$ cat src/rtl/pos_cell_if.sv
// Client-side bundle for the cell position RAM controller: streaming read and write-back ports.
interface pos_cell_if #(
  parameter int unsigned DATA_WIDTH = 96,
  parameter int unsigned ADDR_WIDTH = 8
);
  logic                  rd_start;
  logic                  rd_busy;
  logic                  rd_valid;
  logic [DATA_WIDTH-1:0] rd_data;
  logic [ADDR_WIDTH-1:0] rd_pid;
  logic                  rd_last;
  logic                  rd_done;
  logic                  wr_req;
  logic [ADDR_WIDTH-1:0] wr_addr;
  logic [DATA_WIDTH-1:0] wr_data;
  logic                  wr_ack;
  logic                  cnt_err;

  modport master (
    output rd_start, wr_req, wr_addr, wr_data,
    input  rd_busy, rd_valid, rd_data, rd_pid, rd_last, rd_done, wr_ack, cnt_err
  );

  modport slave (
    input  rd_start, wr_req, wr_addr, wr_data,
    output rd_busy, rd_valid, rd_data, rd_pid, rd_last, rd_done, wr_ack, cnt_err
  );
endinterface

$ cat src/rtl/pos_cell_access_ctrl.sv
// Owns the single-port cell position RAM: streams count + particles to the force pipeline and
// slots motion-update write-backs in while idle.
module pos_cell_access_ctrl #(
  parameter int unsigned DATA_WIDTH   = 96,
  parameter int unsigned ADDR_WIDTH   = 8,
  parameter int unsigned PARTICLE_NUM = 220
) (
  input  logic                  clk,
  input  logic                  rst_n,
  pos_cell_if.slave             bus,
  output logic [ADDR_WIDTH-1:0] mem_address,
  output logic [DATA_WIDTH-1:0] mem_data,
  output logic                  mem_rden,
  output logic                  mem_wren,
  input  logic [DATA_WIDTH-1:0] mem_q
);

  localparam logic [ADDR_WIDTH-1:0] MaxCnt  = ADDR_WIDTH'(PARTICLE_NUM - 1);
  localparam logic [ADDR_WIDTH-1:0] AddrOne = ADDR_WIDTH'(1);

  typedef enum logic [2:0] {
    StIdle, StRdCnt, StWaitCnt, StStream, StDrain, StDone
  } state_e;

  state_e                state_q;
  logic                  rd_pend_q;
  logic [1:0]            wait_q;
  logic [ADDR_WIDTH-1:0] cnt_q;
  logic                  cnt_err_q;
  logic                  rd_done_q;
  // p0 is aligned with the RAM pins, s2 with mem_q
  logic                  p0_v, p0_last;
  logic                  s1_v, s1_last, s2_v, s2_last;
  logic [ADDR_WIDTH-1:0] s1_pid, s2_pid;
  logic [ADDR_WIDTH-1:0] q_cnt, cnt_new, addr_inc;

  assign q_cnt = mem_q[ADDR_WIDTH-1:0];

  always_comb begin
    cnt_new  = (q_cnt > MaxCnt) ? MaxCnt : q_cnt;
    addr_inc = mem_address + AddrOne;
  end

  always_ff @(posedge clk or negedge rst_n) begin
    if (!rst_n) begin
      state_q     <= StIdle;
      rd_pend_q   <= 1'b0;
      wait_q      <= '0;
      cnt_q       <= '0;
      cnt_err_q   <= 1'b0;
      rd_done_q   <= 1'b0;
      mem_address <= '0;
      mem_data    <= '0;
      mem_rden    <= 1'b0;
      mem_wren    <= 1'b0;
      p0_v        <= 1'b0;
      p0_last     <= 1'b0;
    end else begin
      mem_rden  <= 1'b0;
      mem_wren  <= 1'b0;
      p0_v      <= 1'b0;
      p0_last   <= 1'b0;
      rd_done_q <= 1'b0;
      if (bus.rd_start) rd_pend_q <= 1'b1;
      unique case (state_q)
        StIdle: begin
          if (bus.wr_req) begin
            mem_wren    <= 1'b1;
            mem_address <= bus.wr_addr;
            mem_data    <= bus.wr_data;
          end else if (rd_pend_q || bus.rd_start) begin
            state_q <= StRdCnt;
          end
        end
        StRdCnt: begin
          mem_rden    <= 1'b1;
          mem_address <= '0;
          wait_q      <= '0;
          state_q     <= StWaitCnt;
        end
        StWaitCnt: begin
          wait_q <= wait_q + 2'd1;
          if (wait_q == 2'd2) begin
            cnt_q <= cnt_new;
            if (q_cnt > MaxCnt) cnt_err_q <= 1'b1;
            if (cnt_new == '0) begin
              rd_done_q <= 1'b1;
              state_q   <= StDone;
            end else begin
              mem_rden    <= 1'b1;
              mem_address <= AddrOne;
              p0_v        <= 1'b1;
              p0_last     <= (cnt_new == AddrOne);
              state_q     <= StStream;
            end
          end
        end
        StStream: begin
          if (mem_address == cnt_q) begin
            wait_q  <= '0;
            state_q <= StDrain;
          end else begin
            mem_rden    <= 1'b1;
            mem_address <= addr_inc;
            p0_v        <= 1'b1;
            p0_last     <= (addr_inc == cnt_q);
          end
        end
        StDrain: begin
          // Hold two cycles past the final beat so rd_done trails rd_last by three cycles
          wait_q <= wait_q + 2'd1;
          if (wait_q == 2'd3 && !s1_v && !s2_v) begin
            rd_done_q <= 1'b1;
            state_q   <= StDone;
          end
        end
        StDone: begin
          rd_pend_q <= 1'b0;
          state_q   <= StIdle;
        end
        default: state_q <= StIdle;
      endcase
    end
  end

  always_ff @(posedge clk or negedge rst_n) begin
    if (!rst_n) begin
      s1_v    <= 1'b0;
      s1_pid  <= '0;
      s1_last <= 1'b0;
      s2_v    <= 1'b0;
      s2_pid  <= '0;
      s2_last <= 1'b0;
    end else begin
      s1_v    <= p0_v;
      s1_pid  <= mem_address;
      s1_last <= p0_last;
      s2_v    <= s1_v;
      s2_pid  <= s1_pid;
      s2_last <= s1_last;
    end
  end

  assign bus.rd_busy  = rd_pend_q | (state_q != StIdle);
  assign bus.rd_valid = s2_v;
  assign bus.rd_pid   = s2_v ? s2_pid : '0;
  assign bus.rd_last  = s2_v & s2_last;
  assign bus.rd_data  = s2_v ? mem_q : '0;
  assign bus.rd_done  = rd_done_q;
  assign bus.wr_ack   = (state_q == StIdle) & bus.wr_req;
  assign bus.cnt_err  = cnt_err_q;

endmodule

$ cat src/flat_wrapper.sv
// flat-port wrapper written by rule: the top's interface ports become plain ports
module pos_cell_access_ctrl_flat 
#(
  parameter int unsigned DATA_WIDTH   = 96,
  parameter int unsigned ADDR_WIDTH   = 8,
  parameter int unsigned PARTICLE_NUM = 220
)
  (clk, rst_n, mem_address, mem_data, mem_rden, mem_wren, mem_q, bus_rd_start, bus_wr_req, bus_wr_addr, bus_wr_data, bus_rd_busy, bus_rd_valid, bus_rd_data, bus_rd_pid, bus_rd_last, bus_rd_done, bus_wr_ack, bus_cnt_err);
  pos_cell_if #(.DATA_WIDTH(DATA_WIDTH), .ADDR_WIDTH(ADDR_WIDTH)) bus_i ();
  input  logic clk;
  input  logic rst_n;
  output logic [ADDR_WIDTH-1:0] mem_address;
  output logic [DATA_WIDTH-1:0] mem_data;
  output logic mem_rden;
  output logic mem_wren;
  input  logic [DATA_WIDTH-1:0] mem_q;
  input wire logic [$bits(bus_i.rd_start)-1:0] bus_rd_start;
  input wire logic [$bits(bus_i.wr_req)-1:0] bus_wr_req;
  input wire logic [$bits(bus_i.wr_addr)-1:0] bus_wr_addr;
  input wire logic [$bits(bus_i.wr_data)-1:0] bus_wr_data;
  output wire logic [$bits(bus_i.rd_busy)-1:0] bus_rd_busy;
  output wire logic [$bits(bus_i.rd_valid)-1:0] bus_rd_valid;
  output wire logic [$bits(bus_i.rd_data)-1:0] bus_rd_data;
  output wire logic [$bits(bus_i.rd_pid)-1:0] bus_rd_pid;
  output wire logic [$bits(bus_i.rd_last)-1:0] bus_rd_last;
  output wire logic [$bits(bus_i.rd_done)-1:0] bus_rd_done;
  output wire logic [$bits(bus_i.wr_ack)-1:0] bus_wr_ack;
  output wire logic [$bits(bus_i.cnt_err)-1:0] bus_cnt_err;
  assign bus_i.rd_start = bus_rd_start;
  assign bus_i.wr_req = bus_wr_req;
  assign bus_i.wr_addr = bus_wr_addr;
  assign bus_i.wr_data = bus_wr_data;
  assign bus_rd_busy = bus_i.rd_busy;
  assign bus_rd_valid = bus_i.rd_valid;
  assign bus_rd_data = bus_i.rd_data;
  assign bus_rd_pid = bus_i.rd_pid;
  assign bus_rd_last = bus_i.rd_last;
  assign bus_rd_done = bus_i.rd_done;
  assign bus_wr_ack = bus_i.wr_ack;
  assign bus_cnt_err = bus_i.cnt_err;
  pos_cell_access_ctrl #(.DATA_WIDTH(DATA_WIDTH), .ADDR_WIDTH(ADDR_WIDTH), .PARTICLE_NUM(PARTICLE_NUM)) u_core (.clk(clk), .rst_n(rst_n), .bus(bus_i), .mem_address(mem_address), .mem_data(mem_data), .mem_rden(mem_rden), .mem_wren(mem_wren), .mem_q(mem_q));
endmodule
$ cat config.mk
export PLATFORM = sky130hd
export DESIGN_NAME = pos_cell_access_ctrl_flat
export DESIGN_NICKNAME = d
export VERILOG_FILES = /design/src/rtl/pos_cell_if.sv /design/src/rtl/pos_cell_access_ctrl.sv /design/src/flat_wrapper.sv
export SDC_FILE = /design/constraint.sdc
export NUM_CORES = 1
export LEC_CHECK = 0
export ABC_AREA = 1
export CAP_MARGIN = 0
export CORE_AREA = 2 2 164 166
export DETAILED_ROUTE_END_ITERATION = 10
export DIE_AREA = 0 0 166 168
export DONT_BUFFER_PORTS = 1
export GPL_ROUTABILITY_DRIVEN = 0
export SYNTH_ARGS = -nofsm -noshare
export SYNTH_HDL_FRONTEND = slang
export SYNTH_SLANG_ARGS = --single-unit
$ cat constraint.sdc
create_clock -name clk -period 3.74 [get_ports clk]
set_input_delay 0.561 -clock clk [delete_from_list [all_inputs] [get_ports clk]]
set_output_delay 0.561 -clock clk [all_outputs]
set_load 0.05 [all_outputs]
==> summary.md, run 1 <==
| Metric | Value |
|---|---|
| Status | `finished with violations` |
| Violated checks | `negative hold slack` |
| Non-filler cells, final | `between 1,000 and 1,500` |
| Clk pin slew, worst setup/hold paths | `roughly 0.080 ns` |
| Clk buf depth | `2` |
| Crit share post-route | `0.702` |
| Cell count after synthesis | `between 900 and 1,000` |
| Cell variety after synth | `31` |
| CP Capture Type | `primary output` |
| Max Fclk | `roughly 380 MHz` |
| Worst hold slack | `-0.179 ns` |
| I/O pin count | `420` |
| Post-Synthesis Mean Instance Area | `7.39 sq um` |
| Share of cells above drive strength 1 | `0.0738` |
| Grt met1 use | `0.192` |
| Sw Share | `0.589` |
| Register area | `~3600 sq um` |
| Worst slew pin tran | `1.01 ns` |
| Logic pwr share | `0.297` |
| H-tree depth | `4` |
| Via Count | `around 5,600` |
| Port bufs | `0` |
| TritonRoute pass-1 iters | `5` |
| Multi-input gate area | `2500 sq um` |
| Number of remaining DRC errors | `0` |
| Sequential Power Share | `0.512` |
| Register area share after synthesis | `0.525` |
| CTS tree | `built` |
| Crit start category | `flip-flop` |
| Layer with the highest usage | `met2` |
| Initial antenna violation count | `3` |
| Global-route wire length before repair | `approximately 32 mm` |
| TritonCTS buffer count | `17` |
| Max Slew Vio Count | `0` |
| Final hold viol count | `about 140` |
| Area Overhead vs Synth | `13.2%` |
| CTS Sinks | `144` |
| Row cnt | `60` |
| Vias in the first global route | `roughly 5,400` |
| Ys Warns | `0` |
| Rel. slew slack | `0.324` |
| GRT met3 Usage | `0.0578` |
| WL final | `roughly 21 mm` |
| PwrDens | `around 1200 nW/um^2` |
| Synthesized area | `between 6000 and 7000 sq um` |
| Critical-path maximum fanout | `approximately 110` |
| CTS root buf | `clkbuf_16` |
| CORE AREA | `between 20,000 and 30,000 sq um` |
| Clock Latency Late Sink | `0.43 ns` |
| GRT Overall Usage | `0.146` |
| WP data arrival | `between 2 and 2.5 ns` |
| Placed Cells | `1,244` |
| Setup TNS | `0 ns` |
| Fin nets | `between 1,000 and 1,500` |
| Clk network pwr share | `0.190` |
| Initial DRC count | `roughly 560` |
| Per-cell routed wire length | `16.4 um` |
| Average vias per placed instance | `~4.4` |
| GR Overflow Total | `0` |
| Width of the chip | `between 150 and 200 um` |
| Final Skew | `about 0.012 ns` |
| Die area | `27,900 sq um` |
| Pleak | `around 0.0047 uW` |
| Int Pwr | `between 3000 and 4000 uW` |
| Post-CTS sizing | `0` |
| Final setup fails | `0` |
| Die Y | `approximately 170 um` |
| Worst Path Class, Setup | `reg2out` |
| Pin count of the biggest net entering global routing | `145` |
| MaxCap Viol Count | `0` |
| Syn_nets | `1,136` |
| ANT nets after route | `0` |
| HP Class | `in2async` |
| Peak VDD IR | `~0.00054 V` |
| Post-DP HPWL | `~16 mm` |
| Fin crit period | `between 2 and 3 ns` |
| Synthesized flop and latch total | `approximately 140` |
| RSZ-0062 raised after global routing | `false` |
| Number of post-CTS setup repair buffers | `0` |
| Net load switching power | `approximately 5500 uW` |
| CP Data Required Time | `approximately 3.2 ns` |
| Fill count | `between 2,000 and 3,000` |
| Starting density of the core | `0.260` |
| GR met2 Demand/Resource | `0.217` |
==> final timing paths <==
check,from,endpoint,slack (ns),cells past startpoint
min,rst_n,u_core.mem_wren$_DFF_PN0_,-0.18,0
max reg2reg,u_core.state_q[0]$_DFFE_PN0P_,u_core.mem_data[22]$_DFFE_PN0P_,1.51,8
min in group clk,bus_wr_data[1],u_core.mem_data[1]$_DFFE_PN0P_,0.24,2
min reg2reg,u_core.s1_pid[1]$_DFF_PN0_,u_core.s2_pid[1]$_DFF_PN0_,0.35,0
max in group asynchronous,rst_n,u_core.bus.rd_valid$_DFF_PN0_,3.69,0
max,u_core.bus.rd_valid$_DFF_PN0_,bus_rd_data[77],1.11,2
==> kinds of logic after synthesis <==
group / after synthesis / share of synthesized area
adder cells (fa/ha/maj): 3 / 0.00547
buffers and inverters: 182 / 0.110
AND/OR/NAND/NOR: 575 / 0.340
flip-flops: 144 / 0.525
AO/OA/AOI/OAI: 25 / 0.0197
==> layout make-up <==
class / instances / share of cell area
multi-input combinational: 603 / 0.322
sequential: 144 / 0.464
antenna: 1 / 0.000322
clock buffer: 18 / 0.0565
inverter: 149 / 0.0722
timing repair buffer: 7 / 0.00677
clock inverter: 14 / 0.0224
tap: 341 / 0.0549
==> Yosys cell counts <==
master	count	area, sq um
o21ai_1	3	15.0
nand2_4	1	11.3
o31ai_1	1	7.51
o22ai_1	2	12.5
nor3_1	1	5.00
nor2_1	19	71.3
inv_2	6	22.5
nand3_1	15	75.1
nor3b_1	1	7.51
buf_4	5	37.5
nor2_2	5	31.3
buf_1	1	3.75
nand3_2	1	10.0
o21ai_0	9	45.0
o211ai_1	1	7.51
nand2_1	505	1900
ha_1	3	37.5
nand4_1	10	62.6
clkinv_1	1	3.75
nand2_2	6	37.5
buf_6	5	56.3
nand3_4	3	52.6
or2_2	3	18.8
nor2_4	4	45.0
inv_1	142	533
clkbuf_1	10	37.5
buf_2	12	60.1
dfrtp_1	144	3600
o21bai_1	1	7.51
a21oi_1	8	40.0
nand3b_1	1	7.51
==> power groups by stage <==
| stage | Clock, uW | Combinational [uW] | Sequential, uW |
|---|---|---|---|
| after floorplan | 0 | 2510 | 4510 |
| after global placement | 0 | 2720 | 4780 |
| after detailed placement | 0 | 2770 | 4790 |
| after CTS | 1830 | 2780 | 4770 |
| after global routing | 1900 | 3080 | 4850 |
| final | 1760 | 2760 | 4750 |
==> state kept, by name, summed over array words and instances (netlist names), 2 cells and up <==
register / cells
u_core.s2_pid: 8
u_core.state_q: 3
u_core.cnt_q: 8
u_core.s1_pid: 8
u_core.mem_data: 96
u_core.wait_q: 2
u_core.mem_address: 8
==> metal layers <==
metal	wire [um]	vias to the layer above
li1	-	2699
met1	8950	2636
met2	9510	246
met3	2000	34
met4	422	4
met5	24	-
==> per-stage QoR <==
step | setup WS (ns) | cell area (sq um) | util | power, uW
2_1_floorplan | 1.41 | 6860 | - | 7010
3_3_place_gp | 1.55 | 7150 | 0.271 | 7500
3_5_place_dp | 1.50 | 7150 | 0.271 | 7570
4_1_cts | 1.11 | 7760 | 0.295 | 9380
5_1_grt | 0.961 | 7760 | 0.295 | 9830
6_report | 1.11 | 7770 | 0.295 | 9280
==> placed cells by master (no fill, tap or decap), types with 2 or more instances in the layout <==
cell type and instances:
nand3_4 3, o21ai_0 9, nand4_1 10, nand2_1 505
nor2_4 4, o21ai_1 3, nor2_1 19, nor2_2 5
dfrtp_1 143, inv_6 2, o22ai_1 2, clkinv_4 5
nand3_1 15, or2_2 3, clkbuf_16 17, inv_1 142
clkinv_8 3, nand2_2 6, inv_2 5, buf_4 7
ha_1 3, inv_8 3, a21oi_1 8
==> critical path, cell delays in order, from the launching register on <==
cell     delay [ns]
dfrtp_4        1.03
nand2_1        0.18
inv_1          0.40
(Power assumes the default switching activity.)
==> run 2: changes to the inputs <==
Settings changed: CORE_AREA 2 2 164 166 to 2 2 161 163, DIE_AREA 0 0 166 168 to 0 0 163 165.
Clock period 3.74 ns to 2.65 ns, I/O delays scaled along.
==> summary.md, run 2 (synthesized netlist as in run 1, its figures left out) <==
| Metric | Value |
|---|---|
| Setup TNS | `0 ns` |
| Stages on the worst setup path | `3` |
| Crit path launch | `u_core.bus.rd_valid$_DFF_PN0_` |
| Final hold viol count | `between 100 and 150` |
| HP Class | `in2async` |
| Number of remaining DRC errors | `0` |
| Clk buf depth | `2` |
| Pleak | `0.00474 uW` |
| Worst Path Class, Setup | `reg2out` |
| Initial DRC count | `approximately 470` |
| CP max stage cell | `dfrtp_4` |
| R2R Path Start | `u_core.mem_address[7]$_DFFE_PN0P_` |
| Share of cells above drive strength 1 | `0.0758` |
| TritonRoute pass-1 iters | `5` |
| TritonCTS buffer count | `17` |
| Reg2reg setup slack | `approximately 0.75 ns` |
| WL final | `20.6 mm` |
| I/O pin count | `420` |
| Status | `finished with violations` |
| Post-DP HPWL | `roughly 15 mm` |
| Via Count | `roughly 5,600` |
| Per-cell routed wire length | `around 16 um` |
| Fin crit period | `between 2 and 2.5 ns` |
| WP data arrival | `roughly 2 ns` |
| Largest reg by FF count | `u_core.mem_data` |
| Row cnt | `58` |
| RSZ-0062 raised after global routing | `false` |
| H-tree depth | `4` |
| Rel. slew slack | `0.547` |
| Fin nets | `1,131` |
| ANT nets after route | `0` |
| Post-CTS sizing | `0` |
| Max Fclk | `between 400 and 500 MHz` |
| Worst reg2reg path depth | `9` |
| CTS root buf | `clkbuf_16` |
| Slowest stage delay, CP | `0.73 ns` |
| Worst slew pin tran | `around 0.68 ns` |
| CORE AREA | `around 25,000 sq um` |
| GR Overflow Total | `0` |
| Area Overhead vs Synth | `13.7%` |
| Average vias per placed instance | `approximately 4.4` |
| Die Y | `165 um` |
| Number of post-CTS setup repair buffers | `0` |
| CP cell instances | `buf_12 > nand2_1 > inv_1` |
| Violated checks | `negative hold slack` |
| CTS tree | `built` |
| Crit start category | `flip-flop` |
| Critical-path maximum fanout | `just over 80` |
| CP endpoint | `bus_rd_data[68]` |
| Max Slew Vio Count | `0` |
| Reg2Reg Capture Point | `u_core.wait_q[0]$_DFFE_PN0P_` |
| Final setup fails | `0` |
| Most frequent cells in the layout | `505 x nand2_1, 143 x dfrtp_1, 142 x inv_1` |
| CTS Sinks | `144` |
| Clk pin slew, worst setup/hold paths | `approximately 0.070 ns` |
| Pin count of the biggest net entering global routing | `between 100 and 150` |
| Initial antenna violation count | `1` |
| Top delay family on crit path | `flip-flops` |
| Worst hold slack | `-0.333 ns` |
| Clock Latency Late Sink | `roughly 0.42 ns` |
| Die area | `26,900 sq um` |
| GRT Overall Usage | `0.144` |
| Port bufs | `0` |
| Vias in the first global route | `5,097` |
| Utilization after layout | `0.312` |
| Crit share post-route | `0.904` |
| Final Skew | `between 0.01 and 0.015 ns` |
| Peak VDD IR | `between 0.0007 and 0.0008 V` |
| MaxCap Viol Count | `0` |
| Fill count | `between 2,000 and 3,000` |
| Starting density of the core | `0.274` |
| Most common cell after layout, fill and taps aside | `nand2_1` |
| Global-route wire length before repair | `approximately 29 mm` |
| Buf+Inv Stages, Crit Path | `2` |
| Max reg flops | `96` |
| CP Data Required Time | `2.25 ns` |
| CP Capture Type | `primary output` |
| PwrDens | `between 1500 and 2000 nW/um^2` |
| Width of the chip | `roughly 160 um` |
| Tot Pwr | `about 13,000 uW` |
run 2: cell types whose count changed in the layout (fill, tap and decap cells not counted):
cell,change
inv_8,+2
inv_6,+2
buf_12,+3
clkinvlp_4,+1
buf_4,-1
clkbuf_8,-1
clkinv_4,-4
run 2: area by class of cell:
type / count / area [sq um] / area share
diodes: 1 / 2.50 / 0.000321
clock buffers: 17 / 425 / 0.0545
clock inverters: 15 / 186 / 0.0239
inverters: 149 / 561 / 0.0718
multi-input cells: 603 / 2500 / 0.321
flip-flops and latches: 144 / 3610 / 0.462
well taps: 330 / 413 / 0.0529
repair buffers: 9 / 105 / 0.0135
run 2: worst min path at each step:
stage / start / to / cells past startpoint
3_3_place_gp: rst_n / u_core.mem_data[91]$_DFFE_PN0P_ / 0
5_1_grt: rst_n / u_core.mem_data[9]$_DFFE_PN0P_ / 0
4_1_cts: rst_n / u_core.mem_data[36]$_DFFE_PN0P_ / 0
3_5_place_dp: rst_n / u_core.mem_data[9]$_DFFE_PN0P_ / 0
2_1_floorplan: rst_n / u_core.bus.cnt_err$_DFFE_PN0P_ / 0
6_report: rst_n / u_core.mem_data[92]$_DFFE_PN0P_ / 0
run 2: stage by stage:
| stage | setup WS [ns] | cell area, sq um | std cells |
|---|---|---|---|
| after floorplan | 0.479 | 6860 | 929 |
| after global placement | 0.726 | 7190 | 1235 |
| after detailed placement | 0.697 | 7190 | 1235 |
| after CTS | 0.213 | 7800 | 1267 |
| after global routing | 0.102 | 7800 | 1268 |
| final | 0.255 | 7800 | 1268 |
run 2: power by group:
group          leakage [uW]  switching (uW)  internal [uW]
sequential          0.00180            3390           3110
combinational       0.00265            3230            935
clock              0.000297            1120           1360
total               0.00474            7740           5410
run 2: routing by layer:
| metal | track usage | part of all wire | vias up |
|---|---|---|---|
| met4 | 0.0539 | 0.019 | 0 |
| met3 | 0.0525 | 0.079 | 21 |
| li1 | - | - | 2710 |
| met5 | 0 | 0 | - |
| met2 | 0.213 | 0.47 | 210 |
| met1 | 0.192 | 0.44 | 2626 |
==> run 3: changes to the inputs <==
Settings changed: CORE_AREA 2 2 161 163 to 2 2 164 166, CTS_BUF_LIST from default to sky130_fd_sc_hd__clkbuf_8, DIE_AREA 0 0 163 165 to 0 0 166 168.
==> summary.md, run 3 (synthesized netlist as in run 1, its figures left out) <==
| Metric | Value |
|---|---|
| Status | `finished with violations` |
| Violated checks | `negative hold slack` |
| Area Overhead vs Synth | `11.3%` |
| I/O pin count | `between 400 and 500` |
| Starting density of the core | `0.260` |
| Fill count | `approximately 2,800` |
| CP Data Required Time | `about 2.3 ns` |
| Clk pin slew, worst setup/hold paths | `~0.1 ns` |
| GR Overflow Total | `0` |
| Worst Path Class, Setup | `reg2out` |
| Most common cell after layout, fill and taps aside | `nand2_1` |
| Final worst slack | `0.438 ns` |
| Setup TNS | `0 ns` |
| RSZ-0062 raised after global routing | `false` |
| Post-DP HPWL | `15.5 mm` |
| Register area | `around 3600 sq um` |
| Max reg flops | `96` |
| CP cell instances | `buf_12 > nand2_1 > inv_1` |
| Buf+Inv Stages, Crit Path | `2` |
| Clock Latency Late Sink | `between 0.4 and 0.5 ns` |
| Worst slew pin tran | `roughly 0.67 ns` |
| Tot Pwr | `between 10,000 and 15,000 uW` |
| Int Pwr | `between 4000 and 5000 uW` |
| Largest reg by FF count | `u_core.mem_data` |
| TritonCTS buffer count | `17` |
| Slowest stage delay, CP | `0.57 ns` |
| MaxCap Viol Count | `0` |
| Vias in the first global route | `5,438` |
| Worst hold slack | `-0.368 ns` |
| CTS root buf | `clkbuf_8` |
| HP Class | `in2async` |
| CORE AREA | `roughly 26,000 sq um` |
| Global-route wire length before repair | `about 32 mm` |
| Pleak | `between 0.004 and 0.005 uW` |
| TritonRoute pass-1 iters | `8` |
| H-tree depth | `4` |
| Final hold viol count | `between 100 and 150` |
| Setup WS pre-CTS | `0.819 ns` |
| WL final | `21.1 mm` |
| ANT nets after route | `0` |
| Final Skew | `about 0.013 ns` |
| Die Y | `between 150 and 200 um` |
| Most frequent cells in the layout | `505 x nand2_1, 143 x dfrtp_1, 142 x inv_1` |
| Critical-path maximum fanout | `between 70 and 80` |
| Crit start category | `flip-flop` |
| CTS Sinks | `between 100 and 150` |
| Clk network pwr share | `0.152` |
| CP Capture Type | `primary output` |
| Logic pwr share | `0.334` |
| Max Fclk | `around 450 MHz` |
| Final setup fails | `0` |
| Initial antenna violation count | `3` |
| Port bufs | `0` |
| CTS tree | `built` |
| Net load switching power | `roughly 7700 uW` |
| Pin count of the biggest net entering global routing | `roughly 150` |
| Post-CTS sizing | `0` |
| Initial DRC count | `around 560` |
| PwrDens | `about 1700 nW/um^2` |
| GRT Overall Usage | `0.146` |
| Max Slew Vio Count | `0` |
| Multi-input gate area | `roughly 2500 sq um` |
| Clk buf depth | `2` |
| Per-cell routed wire length | `16.5 um` |
| Via Count | `5,672` |
| Average vias per placed instance | `4.43` |
| Crit share post-route | `0.835` |
| Fin crit period | `2.21 ns` |
| CP max stage cell | `dfrtp_4` |
| Number of post-CTS setup repair buffers | `0` |
| Sw Share | `0.607` |
| Number of remaining DRC errors | `0` |
| Top delay family on crit path | `buffers and inverters` |
| Fin nets | `~1,100` |
| Peak VDD IR | `approximately 0.00065 V` |
| Row cnt | `60` |
| Rel. slew slack | `0.556` |
| WP data arrival | `approximately 1.8 ns` |
| Sequential Power Share | `0.514` |
| Die area | `around 28,000 sq um` |
| Width of the chip | `roughly 170 um` |
| Share of cells above drive strength 1 | `0.0768` |
-- run 3: worst paths after layout --
path                                                   start                              end  slack, ns  depth (start not counted)
max                            u_core.bus.rd_valid$_DFF_PN0_                   bus_rd_data[9]       0.44                          3
min                                                    rst_n  u_core.mem_data[69]$_DFFE_PN0P_      -0.37                          0
max reg2reg                u_core.mem_address[7]$_DFFE_PN0P_     u_core.wait_q[0]$_DFFE_PN0P_       0.80                          9
min reg2reg                       u_core.s1_pid[5]$_DFF_PN0_       u_core.s2_pid[5]$_DFF_PN0_       0.35                          0
max in group asynchronous                              rst_n    u_core.bus.rd_valid$_DFF_PN0_       2.85                          0
min in group clk                             bus_wr_data[53]  u_core.mem_data[53]$_DFFE_PN0P_       0.05                          2
-- run 3: final cells by class --
class | count | share of cell area
Antenna cell | 1 | 0.000328
Clock buffer | 18 | 0.0324
Clock inverter | 14 | 0.0228
Inverter | 149 | 0.0734
Multi-Input combinational cell | 603 | 0.328
Sequential cell | 144 | 0.472
Tap cell | 341 | 0.0559
Timing Repair Buffer | 10 | 0.0147
-- run 3: worst register-to-register path: cells and delay by family, from the launching register on --
kind            cells  cell delay (ns)
flops               1             0.75
compound gates      1             0.08
simple gates        8             0.92
-- run 3: layer usage --
layer / GRT usage / part of all wire
met4: 0.0488 / 0.018
met3: 0.0435 / 0.082
met1: 0.211 / 0.46
met2: 0.207 / 0.44
met5: 0 / 0.0011
-- run 3: through the flow --
step / cell area (sq um) / utilization / std cells
CTS: 7630 / 0.290 / 1279
global route: 7630 / 0.290 / 1280
floorplan: 6860 / - / 929
finish: 7630 / 0.290 / 1280
global placement: 7210 / 0.274 / 1247
detailed placement: 7210 / 0.274 / 1247
-- run 3: power by group through the flow --
stage          Sequential [uW]  Combinational [uW]  Clock [uW]
2_1_floorplan             6360                3540           0
5_1_grt                   6600                4690        2100
6_report                  6480                4210        1920
4_1_cts                   6500                4240        2010
3_3_place_gp              6530                4170           0
3_5_place_dp              6540                4230           0
